[config.mk]
export PLATFORM = sky130hd
export DESIGN_NAME = gf_serial_mult
export DESIGN_NICKNAME = d
export VERILOG_FILES = /design/src/rtl/gf_serial_mult.sv
export SDC_FILE = /design/constraint.sdc
export NUM_CORES = 1
export LEC_CHECK = 0
export ABC_AREA = 0
export CORE_ASPECT_RATIO = 0.6
export CORE_MARGIN = 2
export CORE_UTILIZATION = 48
export DETAILED_ROUTE_END_ITERATION = 7
export HOLD_SLACK_MARGIN = 0.1
export PLACE_DENSITY = 0.78
export SLEW_MARGIN = 20
export SYNTH_ARGS = -nofsm -noshare
export SYNTH_HDL_FRONTEND = slang
export SYNTH_SLANG_ARGS = --single-unit
export TNS_END_PERCENT = 1
[constraint.sdc]
create_clock -name clk -period 2.05 [get_ports clk]
set_input_delay 0.41 -clock clk [delete_from_list [all_inputs] [get_ports clk]]
set_output_delay 0.41 -clock clk [all_outputs]
set_load 0.05 [all_outputs]
[src/rtl/gf_serial_mult.sv]
// rtl/gf_serial_mult.sv - bit-serial GF(2^13) multiplier, p(x) = x^13 + x^4 + x^3 + x + 1
module gf_serial_mult (
  input  logic        clk,
  input  logic        rst,
  input  logic        start,
  input  logic [12:0] a,
  input  logic [12:0] b,
  output logic        ready,
  output logic        busy,
  output logic        done,
  output logic [12:0] c
);

  localparam logic [12:0] RED = 13'h001B;

  typedef enum logic [1:0] {
    IDLE = 2'd0,
    RUN  = 2'd1,
    DONE = 2'd2
  } state_t;

  state_t      state;
  logic [12:0] a_reg;
  logic [12:0] b_reg;
  logic [12:0] acc;
  logic [3:0]  cnt;
  logic [12:0] acc_shift;
  logic [12:0] acc_next;

  // Horner step, MSB of b first: shift-and-reduce, then add the partial product
  always_comb begin
    acc_shift = {acc[11:0], 1'b0} ^ (acc[12] ? RED : 13'h0000);
    acc_next  = acc_shift ^ (b_reg[cnt] ? a_reg : 13'h0000);
  end

  always_ff @(posedge clk) begin
    if (rst) begin
      state <= IDLE;
      ready <= 1'b1;
      busy  <= 1'b0;
      done  <= 1'b0;
      c     <= 13'h0000;
      acc   <= 13'h0000;
      cnt   <= 4'd12;
      a_reg <= 13'h0000;
      b_reg <= 13'h0000;
    end else begin
      case (state)
        IDLE: begin
          if (start) begin
            a_reg <= a;
            b_reg <= b;
            acc   <= 13'h0000;
            cnt   <= 4'd12;
            state <= RUN;
            ready <= 1'b0;
            busy  <= 1'b1;
          end
        end
        RUN: begin
          acc <= acc_next;
          if (cnt == 4'd0) begin
            c     <= acc_next;
            state <= DONE;
            busy  <= 1'b0;
            done  <= 1'b1;
          end else begin
            cnt <= cnt - 4'd1;
          end
        end
        DONE: begin
          state <= IDLE;
          done  <= 1'b0;
          ready <= 1'b1;
        end
        default: begin
          state <= IDLE;
          ready <= 1'b1;
          busy  <= 1'b0;
          done  <= 1'b0;
        end
      endcase
    end
  end

endmodule

Word level (Yosys, flattened, before mapping) --
Index checks and enable logic that the tools add are counted. Widths: inputs -> output; s select.
Storage, ports and cells: logic and storage cells 51, bits in registers 61, output and inout bits 16
Operators by class: reductions and logical operators 11, order comparisons 1, bitwise logic cells 5, add/sub/neg operators 1, equality and inequality tests 5, multiplexer cells 19
Operator list (number):
- $mux 13 | 2
- $pmux 13 s2 | 1
- $xor 13x13->13 | 1
- $xor 13x5->13 | 1
- $reduce_and 2->1 | 6
- $mux 4 | 2
- $pmux 4 s2 | 1
- $ne 2x2->1 const B | 3
- $reduce_and 3->1 | 2
- $lt 4x5->1 const B | 1
- $mux 1 | 5
- $mux 5 | 1
- $bmux 1 s4 | 1
- $logic_not 4->1 | 1
- $mux 2 | 2
- $pmux 1 s2 | 2
- $pmux 2 s2 | 1
- $sub 4x1->4 const B | 1
- $not 1->1 | 3
- $pmux 1 s3 | 1
- $eq 2x1->1 const B | 1
- $eq 2x2->1 const B | 1
- $logic_not 2->1 | 1
- $reduce_bool 2->1 | 1

Logic depth before layout (Yosys ltp) --
Gate-level depths: netlist (run 1).
depth in word-level cells 5, depth in mapped cells 8, gate-level depth less buffers 6

Worst setup path after synthesis (run 1) --
OpenSTA, ideal clock, no wires.
path kind reg-to-reg, start point reg cnt[0], end point reg c[0], required time 1962 ps, cell stages (with the launch flop) 9, setup slack 57 ps, library setup time 88 ps, data arrival time 1905 ps, clock period less this slack 1993 ps, cells stage by stage dfxtp_1 -> buf_6 -> inv_1 -> ha_1 -> or3b_2 -> nor2_1 -> clkbuf_1 -> nor2_1 -> a311oi_2
On the way: cells in the longest elaborated chain, start to end 4, elaborated cells between the ends (all ways) 6, classes of those cells mux: 3; bitwise: 1; reduce/logical: 2
Ends and longest elaborated chain:
- start, declared | RTL line 26 | logic [3:0] cnt;
- start signal, assigned | RTL line 68 | cnt <= cnt - 4'd1;
- $bmux 1 s4 | RTL line 33 | acc_next = acc_shift ^ (b_reg[cnt] ? a_reg : 13'h0000);
- $mux 1 (implied by the code) | RTL line 33
- $mux 13 | RTL line 33
- $xor 13x13->13 | RTL line 33
- end signal, assigned | RTL line 63 | c <= acc_next;
- end, declared | RTL line 11 | output logic [12:0] c
Several ways; a longest one is shown, not always the timed one. The select of a mux whose other input is x is not followed. A chain may end at the register's enable or synchronous reset.

Worst setup path after layout (run 1) --
start point reg cnt[0], end point reg c[11]
The elaborated chain is that of the path after synthesis.

==> impl_metrics.yaml, run 1 <==
status:
  status: "completed"
sta:
  rsz0062_at_grt: "no"
  finClkSkew_ns: 0.0101
  final-max-slew-violation-count: 0
  hold_ws_ns: 0.455
  min_period_ns: 1.98
  max_freq_ghz: 0.505
  hold_viol_final: 0
  min_period_over_period_pct: 96.6
  tightest_slew_ns: 0.928
  setup-violations-final: 0
  slew_headroom_pct: 37.9
worst_setup_path:
  cp-end-kind: "flop"
  critPathMaxFanout: 30
  cpPeakStageDelay_ns: 0.60
  cp_cell_sequence: "mux4_2, o22ai_2, buf_12, or4_2, a311oi_1"
  required_ns: 2.31
  critPathSlowestCell: "or4_2"
  critPathTopFamily: "simple AND/OR/NAND/NOR gates"
  cp-startpoint: "cnt[0]"
  cp_data_arrival_time_ns: 2.24
  startpoint_type: "flop"
  r2r-start: "cnt[0]"
  cp_num_buf_inv: 1
  path_class: "flop to flop"
floorplanning:
  fp.dieH_um: 63.3
  start_util_pct: 50.0
  die_area_sq_um: 6510
  fp.coreArea_sq_um: 5620
  die_w_um: 103
  ios: 45
  rows: 21
global_route:
  grt_pass1_vias: 2285
  antenna_found_initial: 0
  grt_usage_pct: 22.3
  grt_max_degree: 31
  overflow: 0
  grt_pass1_wl_mm: 10.9
clocking:
  cts_tree: "built"
  clockBufferDepth: 2
  clk_latency_ns: 0.35
  cts_buffers: 9
  cts_setup_buffers: 0
  clk_pin_slew_ns: 0.07
  clock-root-buffer: "clkbuf_8"
  htreeDepth: 3
  clock-sinks: 61
route:
  drt_iter0_drc: 180
  dr_total_vias: 2555
  drtAntennaViolNets: 0
  drtPass1Iterations: 5
  wl_mm: 6.83
  vias_per_cell: 5.55
  wire_per_inst_um: 14.8
  drc_errors: 0
yosys:
  ys_ff_latch: 61
  synthArstFlopShare_pct: 0
  syn_area_sq_um: 2810
  synth_edf_count: 0
  postSynthCellCount: 334
  syn-num-nets: 364
  synthFlopType: "dfxtp_1"
  avgSynthCellArea_sq_um: 8.42
  synth_cell_types: 43
  yosysSeqAreaShare_pct: 43.4
  ys_warn_count: 0
power_and_ir_drop:
  power_leakage_nw: 1.27
  ir_drop_mv: 0.356
  power_mw: 2.77
  power.density_nw_per_um2: 775
layout:
  multi_input_area_sq_um: 1410
  regArea_sq_um: 1220
  layout_common_cells: "nand2_1, dfxtp_1, clkdlybuf4s50_1"
  layout-drive-gt1-share_pct: 11.6
  antenna_cells: 0
  nets: 406
  area_delta_synth_final_pct: 27.2
  layout_commonest_cell: "nand2_1"
  fillers: 516
job:
  drv_cap: 0
placed_design:
  portBuffers: 44
  post-dp-hpwl_mm: 4.81
  place_congestion: 0.861
hold_path:
  min_from: "b_reg[6]"
  hold_path_class: "flop to flop"
==> cell type report <==
class / count / area share, %
Tap cell: 80 / 2.80
Timing Repair Buffer: 57 / 16.1
Multi-Input combinational cell: 231 / 39.3
Clock buffer: 11 / 3.95
Inverter: 16 / 1.68
Clock inverter: 4 / 2.03
Sequential cell: 61 / 34.2
==> kinds of logic (layout without fill, tap and decap cells) <==
kind of cell | Yosys count | count (layout) | share of synthesized area [%]
xor+xnor | 4 | 4 | 1.25
simple gates | 135 | 135 | 22.2
mux | 3 | 3 | 2.40
buf+inv | 42 | 88 | 7.34
compound gates | 88 | 88 | 23.0
fa+ha+maj | 1 | 1 | 0.445
flops | 61 | 61 | 43.4
==> worst min-delay path: stages (launching register included) <==
cell and delay [ns]:
dfxtp_1 0.31, nand2_1 0.05, a21oi_1 0.05
==> cell usage after synthesis, types with 2 or more instances <==
library cell  count  area [sq um]
nand2_1          62           233
dfxtp_1          61          1220
nor2_1           31           116
a21oi_1          30           150
clkbuf_1         17          63.8
inv_1            16          60.1
nor3_1           12          60.1
a221o_1          10           100
a31oi_1          10          62.6
o31ai_1          10          75.1
a311oi_1          9          78.8
or4_1             8          60.1
a32o_1            6          60.1
nand2b_1          4          25.0
a31o_1            3          26.3
buf_6             3          33.8
mux4_2            3          67.6
nand3_1           3          15.0
nand4_1           3          18.8
nor3b_1           3          22.5
xor2_1            3          26.3
buf_2             2          10.0
buf_4             2          15.0
o21ai_0           2          10.0
or3b_2            2          17.5
or4_2             2          17.5
==> path summary, 6_finish.rpt <==
| check | endpoint | slack [ns] | depth (start not counted) |
|---|---|---|---|
| setup / recovery | c[11] | 0.07 | 5 |
| hold / removal | b_reg[6] | 0.46 | 2 |
| setup reg to reg | c[11] | 0.07 | 5 |
| hold reg to reg | b_reg[6] | 0.46 | 2 |
==> metrics by stage <==
stage | setup slack [ns] | util [%] | instances | setup TNS, ns | area [sq um]
finish | 0.0697 | 63.7 | 460 | 0 | 3580
global route | 0.0225 | 63.7 | 460 | 0 | 3580
CTS | 0.0550 | 63.4 | 460 | 0 | 3560
detailed placement | -0.00998 | 59.5 | 445 | -0.0273 | 3350
global placement | 0.0247 | 59.5 | 445 | 0 | 3350
floorplan | 0.0565 | - | 334 | 0 | 2810
==> report_power, final <==
part	internal, mW	total [mW]	switching, mW
clock network	0.709	1.18	0.473
logic	0.146	0.323	0.178
registers	1.23	1.27	0.0407
==> routing by layer <==
layer	share of wire, %	vias up	track usage (%)
met5	0	-	0
met4	1.3	0	7.24
met3	8.2	13	8.88
met2	39	107	29.5
met1	51	1148	32.7
li1	-	1287	-
==> timing repair <==
action	4_1_cts	5_1_grt
gates resized for setup	1	4
hold buffers	0	0
setup endpoints to repair	18	10
gates cloned	0	0
pin swaps	0	1
Note: power is estimated with default switching activity, not from simulation.
==> run 2: changes to the inputs <==
--- a/config.mk
+++ b/config.mk
@@ -10,8 +10,10 @@
 export CORE_MARGIN = 2
 export CORE_UTILIZATION = 48
 export DETAILED_ROUTE_END_ITERATION = 7
+export GPL_TIMING_DRIVEN = 0
 export HOLD_SLACK_MARGIN = 0.1
 export PLACE_DENSITY = 0.78
+export SKIP_LAST_GASP = 1
 export SLEW_MARGIN = 20
 export SYNTH_ARGS = -nofsm -noshare
 export SYNTH_HDL_FRONTEND = slang
==> run 2 against run 1 <==
  * The flow now finishes with violations (negative setup slack)
  * Non-clock buffer count is 15 higher
  * Cell count rose by 3.5%
  * Sequential power about the same
  * Via count increased by 5.3%
  * Critical path depth is 2 higher
  * Global-route usage is 1.4 points higher
  * Largest cell class unchanged
  * Wire length up 6.1%
  * Worst setup slack got worse by 0.093 ns
  * Register-to-register slack got worse by 0.09 ns
  * Die area unchanged
  * Critical endpoint is now acc[10]
  * Fmax is 4.5% lower
==> impl_metrics.yaml, run 2 (synthesized netlist as in run 1, its figures left out) <==
layout:
  layout_common_cells: "nand2_1, dfxtp_1, clkdlybuf4s50_1"
  area_delta_synth_final_pct: 29.1
  instances_no_fill: 476
  design_area_sq_um: 3630
  nets: 421
  layout_commonest_cell: "nand2_1"
  layout-drive-gt1-share_pct: 11.1
  antenna_cells: 0
clocking:
  clk_pin_slew_ns: 0.07
  cts_tree: "built"
  cts-hold-fix-buffers: 0
  clock-root-buffer: "clkbuf_8"
  clockBufferDepth: 2
  clock-sinks: 61
  htreeDepth: 3
  cts_buffers: 9
  clk_latency_ns: 0.34
worst_setup_path:
  critPathSlowestCell: "mux4_2"
  cp_cell_sequence: "buf_6, mux4_2, a211oi_4, buf_6, buf_12, nor3_1, a221o_1"
  path_class: "flop to flop"
  required_ns: 2.27
  cp-end-kind: "flop"
  cpMostUsedCell: "buf_6"
  cpPeakStageDelay_ns: 0.56
  critPathMaxFanout: 10
  startpoint_type: "flop"
  critPathTopFamily: "compound AO/OA/AOI/OAI gates"
  cp_data_arrival_time_ns: 2.30
  cp_num_buf_inv: 3
placed_design:
  placed_cells: 458
  post_dp_cell_area_sq_um: 3350
  portBuffers: 44
  post-dp-hpwl_mm: 5.31
  place_congestion: 0.885
route:
  wl_mm: 7.24
  dr_total_vias: 2691
  drtAntennaViolNets: 0
  drc_errors: 0
  vias_per_cell: 5.65
  wire_per_inst_um: 15.2
  drt_iter0_drc: 210
  drtPass1Iterations: 5
global_route:
  grt_pass1_wl_mm: 11.9
  grt_pass1_vias: 2436
  antenna_found_initial: 0
  grt_max_degree: 11
  overflow: 0
  grt_usage_pct: 23.7
power_and_ir_drop:
  power_mw: 2.82
  power.density_nw_per_um2: 776
  power_leakage_nw: 1.30
  ir_drop_mv: 0.413
sta:
  finClkSkew_ns: 0.00626
  max_freq_ghz: 0.482
  hold_ws_ns: 0.454
  final-max-slew-violation-count: 0
  min_period_ns: 2.07
  slew_headroom_pct: 61.5
  setup-violations-final: 5
  tns_ns: -0.0761
  rsz0062_at_grt: "yes"
  fin_ws_ns: -0.0233
  hold_viol_final: 0
  tightest_slew_ns: 0.573
  min_period_over_period_pct: 101
floorplanning:
  rows: 21
  die_area_sq_um: 6510
  fp.coreArea_sq_um: 5620
  start_util_pct: 50.0
  fp.dieH_um: 63.3
  ios: 45
  die_w_um: 103
job:
  drv_cap: 0
status:
  status: "finished, violations left"
  violations: "negative setup slack"
hold_path:
  hold_path_class: "flop to flop"
run 2: layer usage:
metal	part of all wire (%)	GRT usage, %	up-vias
met2	40	32.4	116
met1	51	35.9	1238
li1	-	-	1324
met3	8.3	6.55	13
met4	1.2	7.40	0
met5	0	0	-
run 2: final cells by class:
class                   count  area, sq um
flip-flops and latches     61         1220
plain buffers              26          160
multi-input cells         231         1410
clock buffers              12          155
well taps                  80          100
inverters                  16         60.1
clock inverters             4         70.1
repair buffers             46          455
fillers                   511         1990
run 2: final timing paths:
path	startpoint	to	slack, ns	depth (start not counted)
worst max-delay path	cnt[0]	acc[10]	-0.02	7
worst max register to register	cnt[0]	acc[10]	-0.02	7
worst min-delay path	b_reg[4]	b_reg[4]	0.45	2
worst min register to register	b_reg[4]	b_reg[4]	0.45	2
run 2: repair_timing:
action	4_1_cts	5_1_grt
pin swaps	1	2
endpoints found under the setup margin	30	41
gates resized for setup	5	11
buffers inserted	0	2
run 2: tightest hold or removal path, cell delays in order, from the launching register on:
cell and delay [ns]:
dfxtp_1 0.31, nand2_1 0.05, a21oi_1 0.05
run 2: report_power, final:
| part | total (mW) | switching [mW] | internal, mW |
|---|---|---|---|
| registers | 1.27 | 0.0372 | 1.23 |
| clock network | 1.20 | 0.456 | 0.747 |
| logic | 0.350 | 0.194 | 0.155 |
run 2: through the flow:
step | setup WS (ns) | utilization (%)
5_1_grt | -0.105 | 64.6
4_1_cts | -0.0472 | 63.9
2_1_floorplan | 0.0565 | -
6_report | -0.0233 | 64.6
3_3_place_gp | -0.309 | 59.7
3_5_place_dp | -0.339 | 59.7
